[src/rtl/cmd_auth_rx.sv]
// cmd_auth_rx: 8N1 UART receiver feeding a power-authorization FSM.
// 'G' authorizes power; 'S' de-authorizes once the rider has stepped off.
// Optional command watchdog compiled in with `define CMD_TIMEOUT_EN.
module cmd_auth_rx #(
  parameter int unsigned BAUD_DIV = 2604,
  parameter logic [7:0]  GO_CMD   = 8'h47,
  parameter logic [7:0]  STOP_CMD = 8'h53
`ifdef CMD_TIMEOUT_EN
  , parameter int unsigned TIMEOUT_CYC = 2**24
`endif
) (
  input  logic       clk,
  input  logic       RST_n,
  input  logic       RX,
  input  logic       rider_off,
  output logic [7:0] rx_data,
  output logic       rx_rdy,
  output logic       framing_err,
  output logic       pwr_up
);

  localparam logic [11:0] LP_DIV  = 12'(BAUD_DIV);
  localparam logic [11:0] LP_HALF = 12'(BAUD_DIV / 2);

  typedef enum logic [1:0] {RX_IDLE, RX_START, RX_DATA, RX_STOP} rx_st_e;
  typedef enum logic [1:0] {AU_OFF, AU_PWR1, AU_PWR2} au_st_e;

  logic        r_rx_s1, r_rx_s2, r_rx_s3;
  logic        w_fall;
  rx_st_e      r_rx_st, w_rx_nxt;
  logic [11:0] r_baud, w_baud_nxt;
  logic [2:0]  r_bit, w_bit_nxt;
  logic [7:0]  r_shift, w_shift_nxt;
  logic [7:0]  r_rx_data, w_data_nxt;
  logic        r_rx_rdy, w_rdy_nxt;
  logic        r_ferr, w_ferr_nxt;
  au_st_e      r_au_st, w_au_nxt;
  logic        r_pwr_up;

  // Two-flop RX synchronizer plus history flop; presets high so a line
  // that is already low at reset release is not mistaken for an idle line.
  always_ff @(posedge clk or negedge RST_n) begin
    if (!RST_n) begin
      r_rx_s1 <= 1'b1;
      r_rx_s2 <= 1'b1;
      r_rx_s3 <= 1'b1;
    end else begin
      r_rx_s1 <= RX;
      r_rx_s2 <= r_rx_s1;
      r_rx_s3 <= r_rx_s2;
    end
  end

  assign w_fall = r_rx_s3 & ~r_rx_s2;

  // RX state, bit timing, shift register and output pulse registers.
  always_ff @(posedge clk or negedge RST_n) begin
    if (!RST_n) begin
      r_rx_st   <= RX_IDLE;
      r_baud    <= '0;
      r_bit     <= '0;
      r_shift   <= '0;
      r_rx_data <= '0;
      r_rx_rdy  <= 1'b0;
      r_ferr    <= 1'b0;
    end else begin
      r_rx_st   <= w_rx_nxt;
      r_baud    <= w_baud_nxt;
      r_bit     <= w_bit_nxt;
      r_shift   <= w_shift_nxt;
      r_rx_data <= w_data_nxt;
      r_rx_rdy  <= w_rdy_nxt;
      r_ferr    <= w_ferr_nxt;
    end
  end

  // RX next-state: half-bit wait to centre, then one sample per bit period.
  always_comb begin
    w_rx_nxt    = r_rx_st;
    w_baud_nxt  = r_baud;
    w_bit_nxt   = r_bit;
    w_shift_nxt = r_shift;
    w_data_nxt  = r_rx_data;
    w_rdy_nxt   = 1'b0;
    w_ferr_nxt  = 1'b0;
    case (r_rx_st)
      RX_IDLE: begin
        if (w_fall) begin
          w_baud_nxt = LP_HALF;
          w_rx_nxt   = RX_START;
        end
      end
      RX_START: begin
        if (r_baud == '0) begin
          if (r_rx_s2) begin
            w_rx_nxt = RX_IDLE;
          end else begin
            w_baud_nxt = LP_DIV;
            w_bit_nxt  = '0;
            w_rx_nxt   = RX_DATA;
          end
        end else begin
          w_baud_nxt = r_baud - 12'd1;
        end
      end
      RX_DATA: begin
        if (r_baud == '0) begin
          w_shift_nxt = {r_rx_s2, r_shift[7:1]};
          w_baud_nxt  = LP_DIV;
          w_bit_nxt   = r_bit + 3'd1;
          if (r_bit == 3'd7) w_rx_nxt = RX_STOP;
        end else begin
          w_baud_nxt = r_baud - 12'd1;
        end
      end
      RX_STOP: begin
        if (r_baud == '0) begin
          if (r_rx_s2) begin
            w_data_nxt = r_shift;
            w_rdy_nxt  = 1'b1;
          end else begin
            w_ferr_nxt = 1'b1;
          end
          w_rx_nxt = RX_IDLE;
        end else begin
          w_baud_nxt = r_baud - 12'd1;
        end
      end
      default: w_rx_nxt = RX_IDLE;
    endcase
  end

`ifdef CMD_TIMEOUT_EN
  localparam logic [24:0] LP_TO = 25'(TIMEOUT_CYC);
  logic [24:0] r_wdog;
  logic        w_timeout;

  // Watchdog: idle while off, restarted by every good byte, saturates at limit.
  always_ff @(posedge clk or negedge RST_n) begin
    if (!RST_n)                               r_wdog <= '0;
    else if (r_au_st == AU_OFF || r_rx_rdy)   r_wdog <= '0;
    else if (r_wdog != LP_TO)                 r_wdog <= r_wdog + 25'd1;
  end

  assign w_timeout = (r_wdog == LP_TO) && rider_off;
`endif

  // Auth state register; pwr_up is registered from the next state.
  always_ff @(posedge clk or negedge RST_n) begin
    if (!RST_n) begin
      r_au_st  <= AU_OFF;
      r_pwr_up <= 1'b0;
    end else begin
      r_au_st  <= w_au_nxt;
      r_pwr_up <= (w_au_nxt != AU_OFF);
    end
  end

  // Auth next-state: only good bytes and the rider_off level move it.
  always_comb begin
    w_au_nxt = r_au_st;
    case (r_au_st)
      AU_OFF: begin
        if (r_rx_rdy && r_rx_data == GO_CMD) w_au_nxt = AU_PWR1;
      end
      AU_PWR1: begin
        if (r_rx_rdy && r_rx_data == STOP_CMD)
          w_au_nxt = rider_off ? AU_OFF : AU_PWR2;
`ifdef CMD_TIMEOUT_EN
        else if (!(r_rx_rdy && r_rx_data == GO_CMD) && w_timeout)
          w_au_nxt = AU_OFF;
`endif
      end
      AU_PWR2: begin
        if (r_rx_rdy && r_rx_data == GO_CMD) w_au_nxt = AU_PWR1;
        else if (rider_off)                  w_au_nxt = AU_OFF;
      end
      default: w_au_nxt = AU_OFF;
    endcase
  end

  assign rx_data     = r_rx_data;
  assign rx_rdy      = r_rx_rdy;
  assign framing_err = r_ferr;
  assign pwr_up      = r_pwr_up;

endmodule

[config.mk]
export PLATFORM = sky130hd
export DESIGN_NAME = cmd_auth_rx
export DESIGN_NICKNAME = d
export VERILOG_FILES = /design/src/rtl/cmd_auth_rx.sv
export SDC_FILE = /design/constraint.sdc
export NUM_CORES = 1
export LEC_CHECK = 0
export CORE_UTILIZATION = 52
export CTS_CLUSTER_DIAMETER = 30
export DETAILED_ROUTE_END_ITERATION = 8
export PLACE_DENSITY = 0.87
export SLEW_MARGIN = 0
export SYNTH_ARGS = -nofsm -noshare
export SYNTH_HDL_FRONTEND = slang
export SYNTH_SLANG_ARGS = --single-unit
[constraint.sdc]
create_clock -name clk -period 2.1 [get_ports clk]
set_input_delay 0.21 -clock clk [delete_from_list [all_inputs] [get_ports clk]]
set_output_delay 0.21 -clock clk [all_outputs]
set_load 0.03 [all_outputs]
[Word level (Yosys, flattened, before mapping)]
Cells that the tools add are included.
Operators by class
  mux-type cells: 29
  eq/ne operators: 16
  $add $sub $neg: 2
  bitwise operators: 2
  reduce and logical (&&, ||, !) cells: 12
Operators by type and width (count)
  12-bit two-way mux: 5
  12-bit one-hot mux with 4 select lines: 1
  2-bit two-way mux: 11
  8-bit by 7-bit equality test with 1-bit output (second input constant): 2
  2-bit != test (second input constant): 7
  12-bit logical NOT: 1
  12-bit by 1-bit subtractor with 12-bit output (second input constant): 1
  3-bit two-way mux: 3
  2-bit one-hot mux with 4 select lines: 1
  2-bit equality test (second input constant): 3
  1-bit two-way mux: 6
  2-bit one-hot mux with 3 select lines: 1
  3-bit one-hot mux with 2 select lines: 1
  3-bit AND reduction: 2
  5-bit AND reduction: 1
  2-bit by 1-bit equality test with 1-bit output (second input constant): 2
  2-bit logical NOT: 2
  4-bit AND reduction: 1
  2-bit nonzero test: 2
  3-bit by 1-bit adder with 3-bit output (second input constant): 1
  3-bit equality test (second input constant): 1
  3-bit != test (second input constant): 1
  1-bit logical AND: 2
  2-bit AND reduction: 1
  2 further kinds: 2
Word-level totals
  word-level logic and storage cells: 73
  bits of input ports: 4
  output and inout port bits: 11
  flip-flop bits (word level): 41

[Depth between registers and ports, before layout]
  depth after elaboration: 5
  mapped depth: 7
  depth with buffers taken out: 6

[Least setup slack after synthesis]
Ideal clock, no wire load.
  kind: reg2reg
  from: reg r_baud[0]
  to: reg r_rx_data[0], in the netlist rx_data[0]
  required time: 1.972 ns
  buffers on the path: 1
  setup slack: 0.029 ns
  period minus slack after synthesis: 2.071 ns
  arrival: 1.943 ns
  library setup time: 0.128 ns
  cell stages (with the launch flop): 8
  cell sequence: dfrtp_1 inv_1 ha_1 or4b_4 nor3_2 and3_1 buf_4 mux2_1
Between the ends
  longest elaborated chain between the ends: 2
Ends and longest elaborated chain
  start: declaration: RTL line 31  | logic [11:0] r_baud, w_baud_nxt;
  start signal: assignment: RTL line 68  | r_baud <= w_baud_nxt;
  12-bit logical NOT: RTL line 117  | if (r_baud == '0) begin
  3-bit AND reduction (no source line)
  end signal: assignment: RTL line 71  | r_rx_data <= w_data_nxt;
  end: declaration: RTL line 34  | logic [7:0] r_rx_data, w_data_nxt;
Every way passes these cells.
A chain may end at the register's enable or synchronous reset.

[Worst setup path after layout]
  from: reg r_baud[1]
  to: reg r_baud[7]
Between the ends
  longest elaborated chain between the ends: 3
  elaborated cells on any way between the ends: 9
  classes of those cells: 1 x add/sub; 2 x eq/ne; 4 x mux; 2 x reduce/logical
Ends and longest elaborated chain (RTL line)
  12-bit by 1-bit subtractor with 12-bit output / 12-bit logical NOT (equally long branches)
  12-bit two-way mux, or another cell as far along: 117
  12-bit one-hot mux with 4 select lines / 3-bit AND reduction (equally long branches)
Several ways; a longest one is shown, not always the timed one. The select of a mux whose other input is x is not followed.

==> results.md <==
- Routed wire length: between 4000 and 5000 µm
- TritonCTS buffer count: 5
- Fin. max-slew vios: 0
- Critical path endpoint category: register
- Synth async-reset ratio: 1.000
- Crit-path cells: inv_1, ha_1, or4b_4, a2111oi_4, nor4b_1, buf_4, a221o_1
- Core area: 4029 µm²
- Fin crit period: 2080 ps
- I/O Buffers: 14
- PD cells: between 1000 and 1500 nW/µm²
- MaxCap Viol Count: 0
- Period utilization: 0.9903
- Placed wire-length estimate: between 3000 and 4000 µm
- Post-DR vias/cell: between 6 and 7
- Setup TNS Final: 0 ps
- # clock sinks: 41
- Die X: roughly 67 µm
- Static Leak: about 1.3 nW
- Worst-margin pin slew: ~570 ps
- Largest net degree at the start of global routing: 23
- Routed WL per cell: approximately 17 µm
- CP arrival: 2270 ps
- Post-DRT Antenna Nets: 0
- Synth warnings: 0
- Site Rows: 23
- Synth Register Bits: 41
- Hold WC Path Type: in2reg
- Post-synth EDFFs: 0
- RSZ-0062 raised after global routing: yes
- Synthesis-to-layout area growth: 23.37%
- Post-synthesis sequential area ratio: 0.4679
- Skew final: approximately 3.6 ps
- First-pass GRT wire length: 8066 µm
- I/O Pins: 15
- Max Freq: ~480 MHz
- CP Class: reg2reg
- Worst Path Required: between 2000 and 2500 ps
- Worst-Skew Late Latency: approximately 300 ps
- Slew HR: 0.6151
- Status: finished, final reports clean
- Pre-antenna DRT Iters: 4
- Layout cells sized above 1: 0.2716
- Starting DRC count in detailed routing: about 220
- Post-synth cell types: between 50 and 60
- Final Core Density: 0.6739
- Mapped Nets: between 200 and 250
- Die height: between 60 and 70 µm
- Leading cell type in the layout, fill and taps excluded: dfrtp_1
- Slowest cell delay on critical path: ~520 ps
- Worst-path fanout max: 3
- Most common flop cell mapped by yosys: dfrtp_1
- GPL Wtd Cong: around 0.86
- GRT overflow: 0
- Mean Syn Cell Area: 11.00 µm²
- Initial antenna violation count: 0
- DRC: 0
- Setup Viol. Count Final: 0
- CTS tree: built
- H-tree depth: 2
- Commonest non-fill, non-tap cells in the layout: dfrtp_1 (38), buf_4 (27), inv_1 (14), clkdlybuf4s50_1 (13)
- Global Route Usage Sum: 0.2481
- DR vias: around 1800
- Final Hold Fails: 0
- Clk slew on worst S/H paths: approximately 80 ps
- Bufs on Longest Clock Path: 2
- Area of the die: 4496 µm²
- Root buf cell: clkbuf_8
- Cell Area, Synth: between 2000 and 2500 µm²
- Ant diodes: 0
- Post-Synthesis Cells: 200
- Peak VDD IR: roughly 670 µV
- Startpoint Class: register
- Layout Nets: roughly 260
- Slowest cell on crit path: or4b_4
- Tot Pwr: roughly 3.3 mW
- Vias in the first global route: ~1700
- Starting Density: 0.5463
==> worst max-delay path: cells and delay by family (launching register included) <==
family | cells | cell delay, ps
adder cells (fa/ha/maj) | 1 | 160
AND/OR/NAND/NOR | 2 | 610
buffers and inverters | 2 | 240
flip-flops | 1 | 380
AO/OA/AOI/OAI | 2 | 570
==> cells in the mapped netlist (all sizes together), types with 2 or more instances <==
| cell | instances | share of area |
|---|---|---|
| nor4b | 3 | 0.015 |
| a41oi | 2 | 0.0080 |
| buf | 4 | 0.014 |
| and3 | 3 | 0.0085 |
| ha | 9 | 0.051 |
| nor2b | 3 | 0.0085 |
| nand2b | 4 | 0.011 |
| dfstp | 3 | 0.036 |
| mux2i | 2 | 0.0091 |
| a211oi | 7 | 0.026 |
| dfrtp | 38 | 0.43 |
| o22a | 4 | 0.016 |
| clkbuf | 5 | 0.0091 |
| nor3 | 8 | 0.026 |
| or3 | 3 | 0.0085 |
| a21oi | 8 | 0.018 |
| a2111oi | 2 | 0.011 |
| o22ai | 2 | 0.0057 |
| nor2 | 6 | 0.010 |
| a31oi | 2 | 0.0057 |
| o21ai | 6 | 0.014 |
| nand4 | 3 | 0.0085 |
| inv | 14 | 0.024 |
| nand2 | 5 | 0.0085 |
| a21boi | 2 | 0.0068 |
| or2 | 5 | 0.014 |
| nand3 | 4 | 0.0091 |
| o211ai | 4 | 0.014 |
| nor4 | 3 | 0.0085 |
| or4 | 3 | 0.012 |
| mux2 | 17 | 0.087 |
==> area by class of cell <==
class | count | area [µm²]
clock buffers | 5 | 68.82
repair buffers | 44 | 370.4
flip-flops and latches | 41 | 1030
clock inverters | 3 | 21.27
multi-input cells | 136 | 1110
fillers | 298 | 1314
inverters | 14 | 52.55
well taps | 50 | 62.56
==> flip-flops by register name (all words and copies together), names as in the netlist, named ones only <==
signal / count
r_baud: 12
r_au_st: 2
rx_data: 8
r_bit: 3
framing_err: 1
rx_rdy: 1
r_rx_st: 1
pwr_up: 1
r_rx_s3: 1
r_rx_s2: 1
r_rx_s1: 1
r_shift: 8
==> metal layers <==
metal,track usage,wire length [µm],part of all wire
met1,0.3399,2215,0.44
met2,0.3713,2393,0.48
met3,0.05822,265,0.053
met4,0.1064,123,0.025
met5,0,0,0
==> through the flow <==
step                worst slack (ps)  hold slack [ps]  instances  cell area [µm²]
detailed placement            -2.868            192.9        284             2565
global placement               69.86            188.3        284             2565
floorplan                      29.05           -85.59        200             2201
CTS                            3.523            300.9        293             2676
global route                  -41.98            294.5        293             2715
finish                         20.38            305.2        293             2715
==> timing repair <==
action / in CTS / in global routing
hold buffers: 1 / 0
setup endpoints to repair: 1 / 16
resized for setup: 2 / 9
hold endpoints to repair: 17 / 0
pin swaps: 1 / 2
setup buffers: 0 / 0
==> where the power goes <==
| group | leakage [nW] | total (mW) | switching, mW | internal, mW |
|---|---|---|---|---|
| clock | 0.0445 | 0.533 | 0.297 | 0.236 |
| combinational | 0.668 | 1.80 | 0.988 | 0.810 |
| sequential | 0.544 | 1.01 | 0.0935 | 0.914 |
==> worst paths after layout <==
path                       startpoint   endpoint  cells after the start  slack, ps
hold reg to reg               r_rx_s1    r_rx_s2                      0        360
max in group asynchronous       RST_n    r_rx_s3                      3        990
setup reg to reg            r_baud[1]  r_baud[7]                      7         20
hold / removal                     RX    r_rx_s1                      1        310
setup / recovery            r_baud[1]  r_baud[7]                      7         20
min in group asynchronous       RST_n  r_baud[8]                      2        390
==> logic make-up after synthesis <==
group,count (synthesis),synth area share
buf+inv,23,0.04718
mux,19,0.09608
flops,41,0.4679
simple gates,60,0.1774
fa+ha+maj,9,0.05117
compound gates,48,0.1603
Note: power is estimated with default switching activity, not from simulation.
